## src/rtl/lc3_writeback_rf.sv

```systemverilog
// rtl/lc3_writeback_rf.sv - LC-3 writeback stage: source mux, 8-entry register file, N/Z/P flags
// Optional zero-cycle write-to-read forwarding when WB_BYPASS_EN is defined.
module lc3_writeback_rf #(
    parameter int DATA_WIDTH = 16,
    parameter int NUM_REGS   = 8,
    parameter int ADDR_WIDTH = 3
) (
    input  logic                  clock,
    input  logic                  reset,
    input  logic                  enable_writeback,
    input  logic [1:0]            W_Control,
    input  logic [DATA_WIDTH-1:0] aluout,
    input  logic [DATA_WIDTH-1:0] memout,
    input  logic [DATA_WIDTH-1:0] pcout,
    input  logic [ADDR_WIDTH-1:0] dr,
    input  logic [ADDR_WIDTH-1:0] sr1,
    input  logic [ADDR_WIDTH-1:0] sr2,
    output logic [2:0]            psr,
    output logic [DATA_WIDTH-1:0] vsr1,
    output logic [DATA_WIDTH-1:0] vsr2
);

    logic [DATA_WIDTH-1:0] regs [NUM_REGS];
    logic [DATA_WIDTH-1:0] wdata;
    logic                  write_en;
    logic [2:0]            next_flags;

    always_comb begin
        wdata = '0;
        case (W_Control)
            2'd0:    wdata = aluout;
            2'd1:    wdata = memout;
            2'd2:    wdata = pcout;
            default: wdata = '0;
        endcase
    end

    // Source code 3 is reserved and suppresses the whole commit, flags included.
    assign write_en = enable_writeback && (W_Control != 2'd3);

    always_comb begin
        next_flags = 3'b001;
        if (wdata[DATA_WIDTH-1])
            next_flags = 3'b100;
        else if (wdata == '0)
            next_flags = 3'b010;
    end

    always_ff @(posedge clock or negedge reset) begin
        if (!reset) begin
            for (int i = 0; i < NUM_REGS; i++)
                regs[i] <= '0;
            psr <= 3'b000;
        end else if (write_en) begin
            regs[dr] <= wdata;
            psr      <= next_flags;
        end
    end

`ifdef WB_BYPASS_EN
    always_comb begin
        vsr1 = regs[sr1];
        vsr2 = regs[sr2];
        if (write_en && (sr1 == dr))
            vsr1 = wdata;
        if (write_en && (sr2 == dr))
            vsr2 = wdata;
    end
`else
    assign vsr1 = regs[sr1];
    assign vsr2 = regs[sr2];
`endif

endmodule

```

## config.mk

```make
export PLATFORM = sky130hd
export DESIGN_NAME = lc3_writeback_rf
export DESIGN_NICKNAME = d
export VERILOG_FILES = /design/src/rtl/lc3_writeback_rf.sv
export SDC_FILE = /design/constraint.sdc
export NUM_CORES = 1
export LEC_CHECK = 0
export BUFFER_PORTS_ARGS = -buffer_cell sky130_fd_sc_hd__buf_2
export CAP_MARGIN = 20
export CORE_ASPECT_RATIO = 0.5
export CORE_MARGIN = 2
export CORE_UTILIZATION = 50
export CTS_CLUSTER_DIAMETER = 150
export CTS_CLUSTER_SIZE = 25
export DETAILED_ROUTE_END_ITERATION = 8
export GPL_ROUTABILITY_DRIVEN = 1
export PLACE_DENSITY = 0.78
export SETUP_SLACK_MARGIN = 0.1
export SYNTH_ARGS = -nofsm -noshare
export SYNTH_HDL_FRONTEND = slang
export SYNTH_SLANG_ARGS = --single-unit
```

## constraint.sdc

```tcl
create_clock -name clock -period 2.05 [get_ports clock]
set_input_delay 0.41 -clock clock [delete_from_list [all_inputs] [get_ports clock]]
set_output_delay 0.41 -clock clock [all_outputs]
set_load 0.01 [all_outputs]
```

==> metrics.cfg, run 1 <==
[layout]
multiInputGateArea_um2 = 3805
final_area_um2 = 9663
layout-drive-gt1-share = 0.4436
nNetsFinal = 802
area_growth_pct = 37.81
final_core_util = 0.7092
fillers = 801
antenna_cells = 0
seq_area_um2 = 3278

[pwr]
comb_power_share = 0.299
total_power_uw = 10110
internal_power_uw = 7130
ir_worst_vdd_uv = 748.2
sw_frac_of_total = 0.2950
p_clk_frac = 0.336
p_sw_uw = 2984
p_leak_uw = 0.004251
p_seq_frac = 0.365
p_per_area_nw_per_um2 = 1047

[floorplanning]
num_io_pins = 97
rows = 30
die-area_um2 = 15040
die_w_um = 171.5
coreArea_um2 = 13630
start_util = 0.5146
fp.dieH_um = 87.74

[worst_setup_path]
cpPeakStageDelay_ns = 0.52
critPathLaunch = regs[21]
r2r_start = regs[70]
setup.worst_path.end = vsr2[5]
path_class = register to primary output
cp.required_ns = 1.64
end_kind = primary output
cp.arrival_ns = 1.80
critical_path.top_delay_family = multiplexers
worst-path-stages = 3
r2r_end = regs[70]
critPathBufInv = 1
path_cells = mux4_2, mux2_4, buf_6
r2r_slack_ns = 1.14
crit_path_top_delay_cell = mux4_2
reg2reg_depth = 4
worst-path-max-fanout = 3
cp-start-kind = register

[global_routing]
grt_use_total = 0.3067
grt_max_degree = 51
antenna_found_initial = 0
grt_overflow = 0
grt_pass1_vias = 6220
grt_first_pass_wirelength_mm = 33.81

[timing]
final-hold-violation-count = 0
fmax_ghz = 0.4525
setup_viol = 32
clock-skew-final_ns = 0
setup_ws_ns = -0.1600
maxSlewViolCount = 0
tightestPinTransition_ns = 0.5115
rsz0062_at_grt = true
fin_crit_ns = 2.210
fin_crit_sh = 1.078
slew_headroom = 0.6590

[place]
gp_congestion = 0.8055
dpl_cell_area_um2 = 8272
port_buffers = 96
dp_slack_ns = -0.2455
place_hpwl_mm = 12.20

[clock_tree]
htreeDepth = 4
clockRootBuffer = clkbuf_16
clkTransAtPathRegs_ns = 0.06
cts_buffers = 17
cts_sinks = 131
cts_tree = built
clkLatencyLatePin_ns = 0.41
cts.path.max_buffers = 2

[yosys]
synthDominantCellAreaShare = 0.4675
synthTopCellsByArea = dfrtp_1 47%, mux4_2 21%, mux2_2 5.1%
synth-seq-area-share = 0.4675
yosys.area.top_type = dfrtp_1
ys_seq_elements = 131
synth_warnings = 0
synth_area_per_cell_um2 = 11.84
synth_area_um2 = 7012
ys_types = 26
synth_nets = 654
synth_cells = 592

[run]
maxCapViolations = 0

[status]
violations = setup timing
outcome = complete, but fails checks

[drt]
post_drt_via_cell_ratio = 6.636
drt_wl_total_mm = 23.84
dr.first_iter.drc_count = 811
drtPass1Iterations = 5
vias = 6271
ant_nets = 0
wl_per_cell_um = 25.23
drcViolationCount = 0

[min_path]
hp-class = input pin to register

==> worst min-delay path, delay by kind of cell <==
kind	cells	cell delay (ns)
buffers and inverters	2	0.24
AOI/OAI and AO/OA	2	0.17
==> routing by layer <==
metal	track usage	vias to the layer above	share of wire
li1	-	2492	-
met1	0.3924	3112	0.37
met2	0.4852	533	0.47
met3	0.07863	134	0.10
met4	0.1757	0	0.053
met5	0.009317	-	0
==> sequential cells by signal, indices dropped and copies added, names as in the netlist <==
signal / count
regs: 128
psr: 3
==> worst min-delay path by stage <==
stage	start	endpoint	depth (start not counted)
after global routing	pcout[10]	regs[58]	4
after global placement	reset	regs[124]	1
final	pcout[12]	regs[28]	4
after floorplan	reset	psr[0]	0
after CTS	pcout[10]	regs[106]	4
after detailed placement	reset	regs[12]	1
==> layout by cell type (no fill, tap or decap), drive strengths merged, types with 2 or more instances in the layout <==
cell type | netlist | final
nand2 | 69 | 69
mux2i | 16 | 16
clkinvlp | 0 | 2
dfrtp | 131 | 131
o21ai | 65 | 65
a21oi | 64 | 64
nor2 | 67 | 67
nor4b | 2 | 2
nand4b | 2 | 2
mux2 | 32 | 32
clkbuf | 32 | 26
bufinv | 0 | 4
nand4 | 5 | 5
mux4 | 64 | 64
a2bb2oi | 16 | 16
buf | 19 | 177
clkinv | 0 | 2
and2 | 2 | 2
==> cell families after synthesis <==
logic type | count (synthesis) | share of synthesized area
muxes | 112 | 0.2798
and+or+nand+nor | 152 | 0.08940
AOI/OAI and AO/OA | 146 | 0.1299
DFF | 131 | 0.4675
buffers and inverters | 51 | 0.03337
==> through the flow <==
stage	cells	hold slack [ns]	setup TNS (ns)
6_report	945	0.4406	-2.837
5_1_grt	945	0.4618	-3.377
4_1_cts	924	0.4420	-2.006
3_5_place_dp	872	0.4042	-2.381
3_3_place_gp	872	0.3997	-2.124
2_1_floorplan	592	0.1144	-0.05174
==> final cells by class <==
class / count / area share
clock buffer: 24 / 0.05296
clock inverter: 8 / 0.01502
multi-input combinational: 410 / 0.3938
sequential: 131 / 0.3392
tap: 192 / 0.02486
timing repair buffer: 180 / 0.1742
==> Yosys cell counts, drive strengths merged <==
| cell type | n |
|---|---|
| dfrtp | 131 |
| nand2 | 69 |
| nor2 | 67 |
| o21ai | 65 |
| a21oi | 64 |
| mux4 | 64 |
| clkbuf | 32 |
| mux2 | 32 |
| buf | 19 |
| a2bb2oi | 16 |
| mux2i | 16 |
| nand4 | 5 |
| and2 | 2 |
| nand4b | 2 |
| nor4b | 2 |
| a22o | 1 |
| nand3 | 1 |
| nor2b | 1 |
| nor3 | 1 |
| nor4 | 1 |
| or4 | 1 |
==> power by group through the flow <==
stage               clock network, uW  logic [uW]  registers (uW)
CTS                              3350        2810            3590
global route                     3490        3190            3720
global placement                    0        2200            3540
floorplan                           0        1610            3470
finish                           3390        3030            3690
detailed placement                  0        2270            3620
==> what timing repair did <==
action,4_1_cts,5_1_grt
endpoints found under the setup margin,32,33
pin swaps,0,0
gates cloned,3,1
gates resized for setup,70,7
hold endpoints to repair,34,0
hold buffers,1,0
setup buffers,16,20
Power figures use the tool's default switching activity.
==> inputs of run 2 (changes only) <==
--- a/config.mk
+++ b/config.mk
@@ -10,12 +10,15 @@
 export CORE_ASPECT_RATIO = 0.5
 export CORE_MARGIN = 2
 export CORE_UTILIZATION = 50
+export CTS_BUF_LIST = sky130_fd_sc_hd__clkbuf_2
 export CTS_CLUSTER_DIAMETER = 150
 export CTS_CLUSTER_SIZE = 25
 export DETAILED_ROUTE_END_ITERATION = 8
 export GPL_ROUTABILITY_DRIVEN = 1
 export PLACE_DENSITY = 0.78
+export RECOVER_POWER = 50
 export SETUP_SLACK_MARGIN = 0.1
+export SKIP_CTS_REPAIR_TIMING = 1
 export SYNTH_ARGS = -nofsm -noshare
 export SYNTH_HDL_FRONTEND = slang
 export SYNTH_SLANG_ARGS = --single-unit
==> metrics.cfg, run 2 (synthesized netlist as in run 1, its figures left out) <==
[clock_tree]
cts.path.max_buffers = 2  ; unchanged
clockRootBuffer = clkbuf_2
cts_buffers = 17  ; unchanged
clkTransAtPathRegs_ns = 0.20  ; +0.14 ns
cts_tree = built
clkLatencyLatePin_ns = 0.68  ; +0.27 ns
cts_sinks = 131  ; unchanged
htreeDepth = 4  ; unchanged

[timing]
fin_setup_tns_ns = -12.08  ; -9.241 ns
fin_crit_ns = 2.467  ; +0.2572 ns
clock-skew-final_ns = 0  ; unchanged
fmax_ghz = 0.4053  ; -10%
setup_viol = 32  ; unchanged
slew_headroom = 0.04176  ; -0.6172
fin_crit_sh = 1.204  ; +0.1255
rsz0062_at_grt = true
final-hold-violation-count = 0  ; unchanged
setup_ws_ns = -0.4172  ; -0.2572 ns
hold_ws_ns = 0.1461  ; -0.2946 ns
maxSlewViolCount = 0  ; unchanged
tightestPinTransition_ns = 1.431  ; +0.9194 ns

[status]
violations = setup timing
outcome = complete, but fails checks

[drt]
wl_per_cell_um = 20.42  ; -19%
dr.first_iter.drc_count = 512  ; -37%
drt_wl_total_mm = 18.77  ; -21%
vias = 5582  ; -11%
ant_nets = 0  ; unchanged
drtPass1Iterations = 5  ; unchanged
post_drt_via_cell_ratio = 6.074  ; -8.5%
drcViolationCount = 0  ; unchanged

[place]
dpl_cell_area_um2 = 8272  ; unchanged
port_buffers = 96  ; unchanged
place_hpwl_mm = 12.20  ; unchanged
gp_congestion = 0.8055  ; unchanged

[layout]
area_growth_pct = 27.28
final_core_util = 0.6550  ; -0.05418
final_area_um2 = 8925  ; -7.6%
final_cell_mix = 131 x dfrtp_1, 69 x nand2_1, 67 x nor2_1
largest_register_ffs = 128  ; unchanged
antenna_cells = 0  ; unchanged
fillers = 950  ; +19%
layout-drive-gt1-share = 0.4168  ; -0.02678
reg.largest.list = regs (128), psr (3)
nNetsFinal = 776  ; -3.2%
layout_commonest_cell = dfrtp_1
top_register = regs

[run]
maxCapViolations = 0  ; unchanged

[global_routing]
grt_overflow = 0  ; unchanged
grt_max_degree = 51  ; unchanged
grt_pass1_vias = 5554  ; -11%
grt_first_pass_wirelength_mm = 28.95  ; -14%
grt_use_total = 0.2599  ; -0.04681
antenna_found_initial = 0  ; unchanged

[worst_setup_path]
cp-start-kind = register
reg2reg_depth = 3  ; -1
worst-path-max-fanout = 3  ; unchanged
r2r_slack_ns = 1.22  ; +0.08 ns
r2r_start = regs[85]
cp.required_ns = 1.64  ; about the same
r2r_end = regs[85]
path_class = register to primary output
end_kind = primary output
cp.arrival_ns = 2.06  ; +0.26 ns

[min_path]
hp-class = input pin to register
whs_path_depth = 4  ; unchanged
hp-start = pcout[12]
hold_path_end = regs[60]

[floorplanning]
die_w_um = 171.5  ; unchanged
start_util = 0.5146  ; unchanged
die-area_um2 = 15040  ; unchanged
fp.dieH_um = 87.74  ; unchanged
coreArea_um2 = 13630  ; unchanged
num_io_pins = 97  ; unchanged
rows = 30  ; unchanged

[pwr]
p_per_area_nw_per_um2 = 900.5  ; -14%
p_leak_uw = 0.003890  ; -8.5%
ir_worst_vdd_uv = 388.6  ; -48%

-- run 2: how the worst max path moves through the flow --
stage                            start  endpoint  slack [ns]  depth (start not counted)
final                         regs[11]  vsr2[11]       -0.42                          3
after global routing          regs[27]  vsr2[11]       -0.48                          3
after CTS                     regs[12]  vsr1[12]       -0.46                          3
after detailed placement  W_Control[0]    psr[0]       -0.25                          7
after global placement    W_Control[0]    psr[0]       -0.21                          7
after floorplan           W_Control[0]    psr[0]       -0.05                          7
-- run 2: critical path, stage by stage, from the launching register on --
cell and delay, ns:
dfrtp_1 0.44, mux4_2 0.49, mux2_4 0.29, buf_6 0.13
-- run 2: power breakdown --
group | internal [uW] | leakage [uW] | total, uW | switching, uW
clock | 777 | 0.000149 | 1720 | 939
combinational | 1640 | 0.00214 | 2730 | 1100
sequential | 3140 | 0.00160 | 3590 | 445
total | 5550 | 0.00389 | 8040 | 2480
-- run 2: final cells by class --
class                   instances  area (um2)  area share
multi-input cells             410        3792      0.4249
flip-flops and latches        131        3278      0.3673
repair buffers                154        1356      0.1520
well taps                     192       240.2     0.02692
clock inverters                14       167.7     0.01879
clock buffers                  18       90.09     0.01009
-- run 2: layer usage --
layer | share of wire | wire (um) | vias to the layer above | track usage
met5 | 0 | 0 | - | 0
met4 | 0.024 | 457 | 0 | 0.1032
met3 | 0.091 | 1711 | 56 | 0.05558
met2 | 0.48 | 8980 | 314 | 0.4199
met1 | 0.41 | 7616 | 2773 | 0.3518
li1 | - | - | 2439 | -
-- run 2: stage by stage --
step           cells  setup WS (ns)  total power (uW)
2_1_floorplan    592       -0.05174              5078
3_3_place_gp     872        -0.2103              5740
3_5_place_dp     872        -0.2455              5889
4_1_cts          904        -0.4648              7587
5_1_grt          919        -0.4818              8423
6_report         919        -0.4172              8037
==> inputs of run 3 (changes only) <==
--- a/config.mk
+++ b/config.mk
@@ -9,13 +9,13 @@
 export CAP_MARGIN = 20
 export CORE_ASPECT_RATIO = 0.5
 export CORE_MARGIN = 2
-export CORE_UTILIZATION = 50
+export CORE_UTILIZATION = 54
 export CTS_BUF_LIST = sky130_fd_sc_hd__clkbuf_2
 export CTS_CLUSTER_DIAMETER = 150
 export CTS_CLUSTER_SIZE = 25
 export DETAILED_ROUTE_END_ITERATION = 8
 export GPL_ROUTABILITY_DRIVEN = 1
-export PLACE_DENSITY = 0.78
+export PLACE_DENSITY = 0.83
 export RECOVER_POWER = 50
 export SETUP_SLACK_MARGIN = 0.1
 export SKIP_CTS_REPAIR_TIMING = 1
==> metrics.cfg, run 3 (synthesized netlist as in run 1, its figures left out) <==
[status]
outcome = complete, but fails checks
violations = setup timing

[floorplanning]
coreArea_um2 = 12660  ; -7.1%
fp.dieH_um = 84.58  ; -3.6%
num_io_pins = 97  ; unchanged
start_util = 0.5537  ; +0.03910
die-area_um2 = 13970  ; -7.2%
die_w_um = 165.2  ; -3.7%
rows = 29  ; -3.3%

[worst_setup_path]
worst-path-max-fanout = 3  ; unchanged
path_class = register to primary output
cpPeakStageDelay_ns = 0.55  ; +0.06 ns
r2r_start = regs[91]
r2r_slack_ns = 1.20  ; -0.02 ns
end_kind = primary output
cp.arrival_ns = 2.14  ; +0.08 ns
cp.required_ns = 1.64  ; about the same
path_cells = mux4_2, mux2_4, buf_6
worst-path-stages = 3  ; unchanged
critical_path.top_delay_family = multiplexers
reg2reg_depth = 3  ; unchanged
crit_path_top_delay_cell = mux4_2
r2r_end = regs[91]
cp-start-kind = register
critPathBufInv = 1  ; unchanged

[global_routing]
grt_max_degree = 59  ; +16%
grt_first_pass_wirelength_mm = 29.08  ; +0.45%
grt_use_total = 0.2800  ; +0.02012
grt_pass1_vias = 5451  ; -1.9%
grt_overflow = 0  ; unchanged
antenna_found_initial = 0  ; unchanged

[drt]
wl_per_cell_um = 22.03  ; +7.9%
drtPass1Iterations = 7  ; +2
ant_nets = 0  ; unchanged
drcViolationCount = 0  ; unchanged
post_drt_via_cell_ratio = 6.380  ; +5.0%
vias = 5742  ; +2.9%
drt_wl_total_mm = 19.83  ; +5.7%
dr.first_iter.drc_count = 591  ; +15%

[timing]
fin_crit_ns = 2.554  ; +0.08693 ns
slew_headroom = 0.04851  ; +0.006745
tightestPinTransition_ns = 1.421  ; -0.01007 ns
final-hold-violation-count = 0  ; unchanged
setup_viol = 32  ; unchanged
clock-skew-final_ns = 0  ; unchanged
setup_ws_ns = -0.5042  ; -0.08693 ns
rsz0062_at_grt = true
hold_ws_ns = 0.1578  ; +0.01178 ns
fmax_ghz = 0.3915  ; -3.4%
fin_crit_sh = 1.246  ; +0.04241
maxSlewViolCount = 0  ; unchanged

[place]
port_buffers = 96  ; unchanged
gp_congestion = 0.8131  ; +0.94%
place_hpwl_mm = 12.31  ; +0.88%
dp_slack_ns = -0.2191  ; +0.02643 ns
dp_cells = 850  ; -2.5%

[pwr]
p_leak_uw = 0.003902  ; +0.30%
ir_worst_vdd_uv = 418.7  ; +7.7%
p_per_area_nw_per_um2 = 900.0  ; about the same
total_power_uw = 8012  ; -0.32%

[min_path]
hp-class = input pin to register
hp-start = pcout[12]
whs_path_depth = 4  ; unchanged
hold_path_end = regs[28]

[layout]
final_cell_mix = 131 x dfrtp_1, 69 x nand2_1, 67 x nor2_1
largest_register_ffs = 128  ; unchanged
reg.largest.list = regs (128), psr (3)
layout_commonest_cell = dfrtp_1
stdcell_count = 900  ; -2.1%
layout-drive-gt1-share = 0.4192  ; +0.002397
top_register = regs
antenna_cells = 0  ; unchanged
area_growth_pct = 26.96
nNetsFinal = 780  ; +0.52%

[clock_tree]
clkTransAtPathRegs_ns = 0.17  ; -0.03 ns
cts.path.max_buffers = 2  ; unchanged
cts_tree = built
cts_buffers = 17  ; unchanged
htreeDepth = 4  ; unchanged
clockRootBuffer = clkbuf_2
clkLatencyLatePin_ns = 0.69  ; about the same
cts_sinks = 131  ; unchanged

[run]
maxCapViolations = 0  ; unchanged

[run 3: cell types whose count changed in the layout (fill, tap and decap cells not counted)]
cell        change
mux2_2          +2
clkinv_2        -1
mux2_4          -2
clkbuf_4        -1
clkbuf_1        +2
clkinvlp_4      -2
clkinv_1        -2
buf_12          +2
clkbuf_2        +6
bufinv_16       -1
[run 3: final cells by class]
type / count / area [um2]
clock buffer: 23 / 115.1
clock inverter: 8 / 110.1
fill: 831 / 3761
multi-input combinational: 410 / 3785
sequential: 131 / 3278
tap: 170 / 212.7
timing repair buffer: 158 / 1401
[run 3: how the worst max path moves through the flow]
stage	slack, ns	end	from
CTS	-0.42	vsr2[12]	regs[12]
finish	-0.50	vsr1[11]	regs[123]
floorplan	-0.05	psr[0]	W_Control[0]
global placement	-0.16	psr[0]	W_Control[0]
global route	-0.56	vsr1[11]	regs[75]
detailed placement	-0.22	psr[0]	W_Control[0]
[run 3: through the flow]
step | setup TNS, ns | cell area (um2) | util
2_1_floorplan | -0.05174 | 7273 | -
3_3_place_gp | -2.041 | 8257 | 0.6520
3_5_place_dp | -2.210 | 8257 | 0.6520
4_1_cts | -12.50 | 8482 | 0.6698
5_1_grt | -14.95 | 8902 | 0.7030
6_report | -12.27 | 8902 | 0.7030
[run 3: routing by layer]
layer / vias up / track usage / wire length [um]
li1: 2455 / - / -
met1: 2860 / 0.3847 / 8013
met2: 362 / 0.4625 / 9653
met3: 65 / 0.06472 / 1589
met4: 0 / 0.06403 / 570
met5: - / 0 / 0
[run 3: worst register-to-register path: cells and delay by family, from the launching register on]
family                 cells  cell delay [ns]
DFF                        1             0.47
buffers and inverters      1             0.16
and+or+nand+nor            1             0.09
AOI/OAI and AO/OA          1             0.04
[run 3: power breakdown]
group / switching, uW / internal (uW) / total, uW
clock network: 907 / 687 / 1590
logic: 1140 / 1660 / 2800
registers: 478 / 3140 / 3620
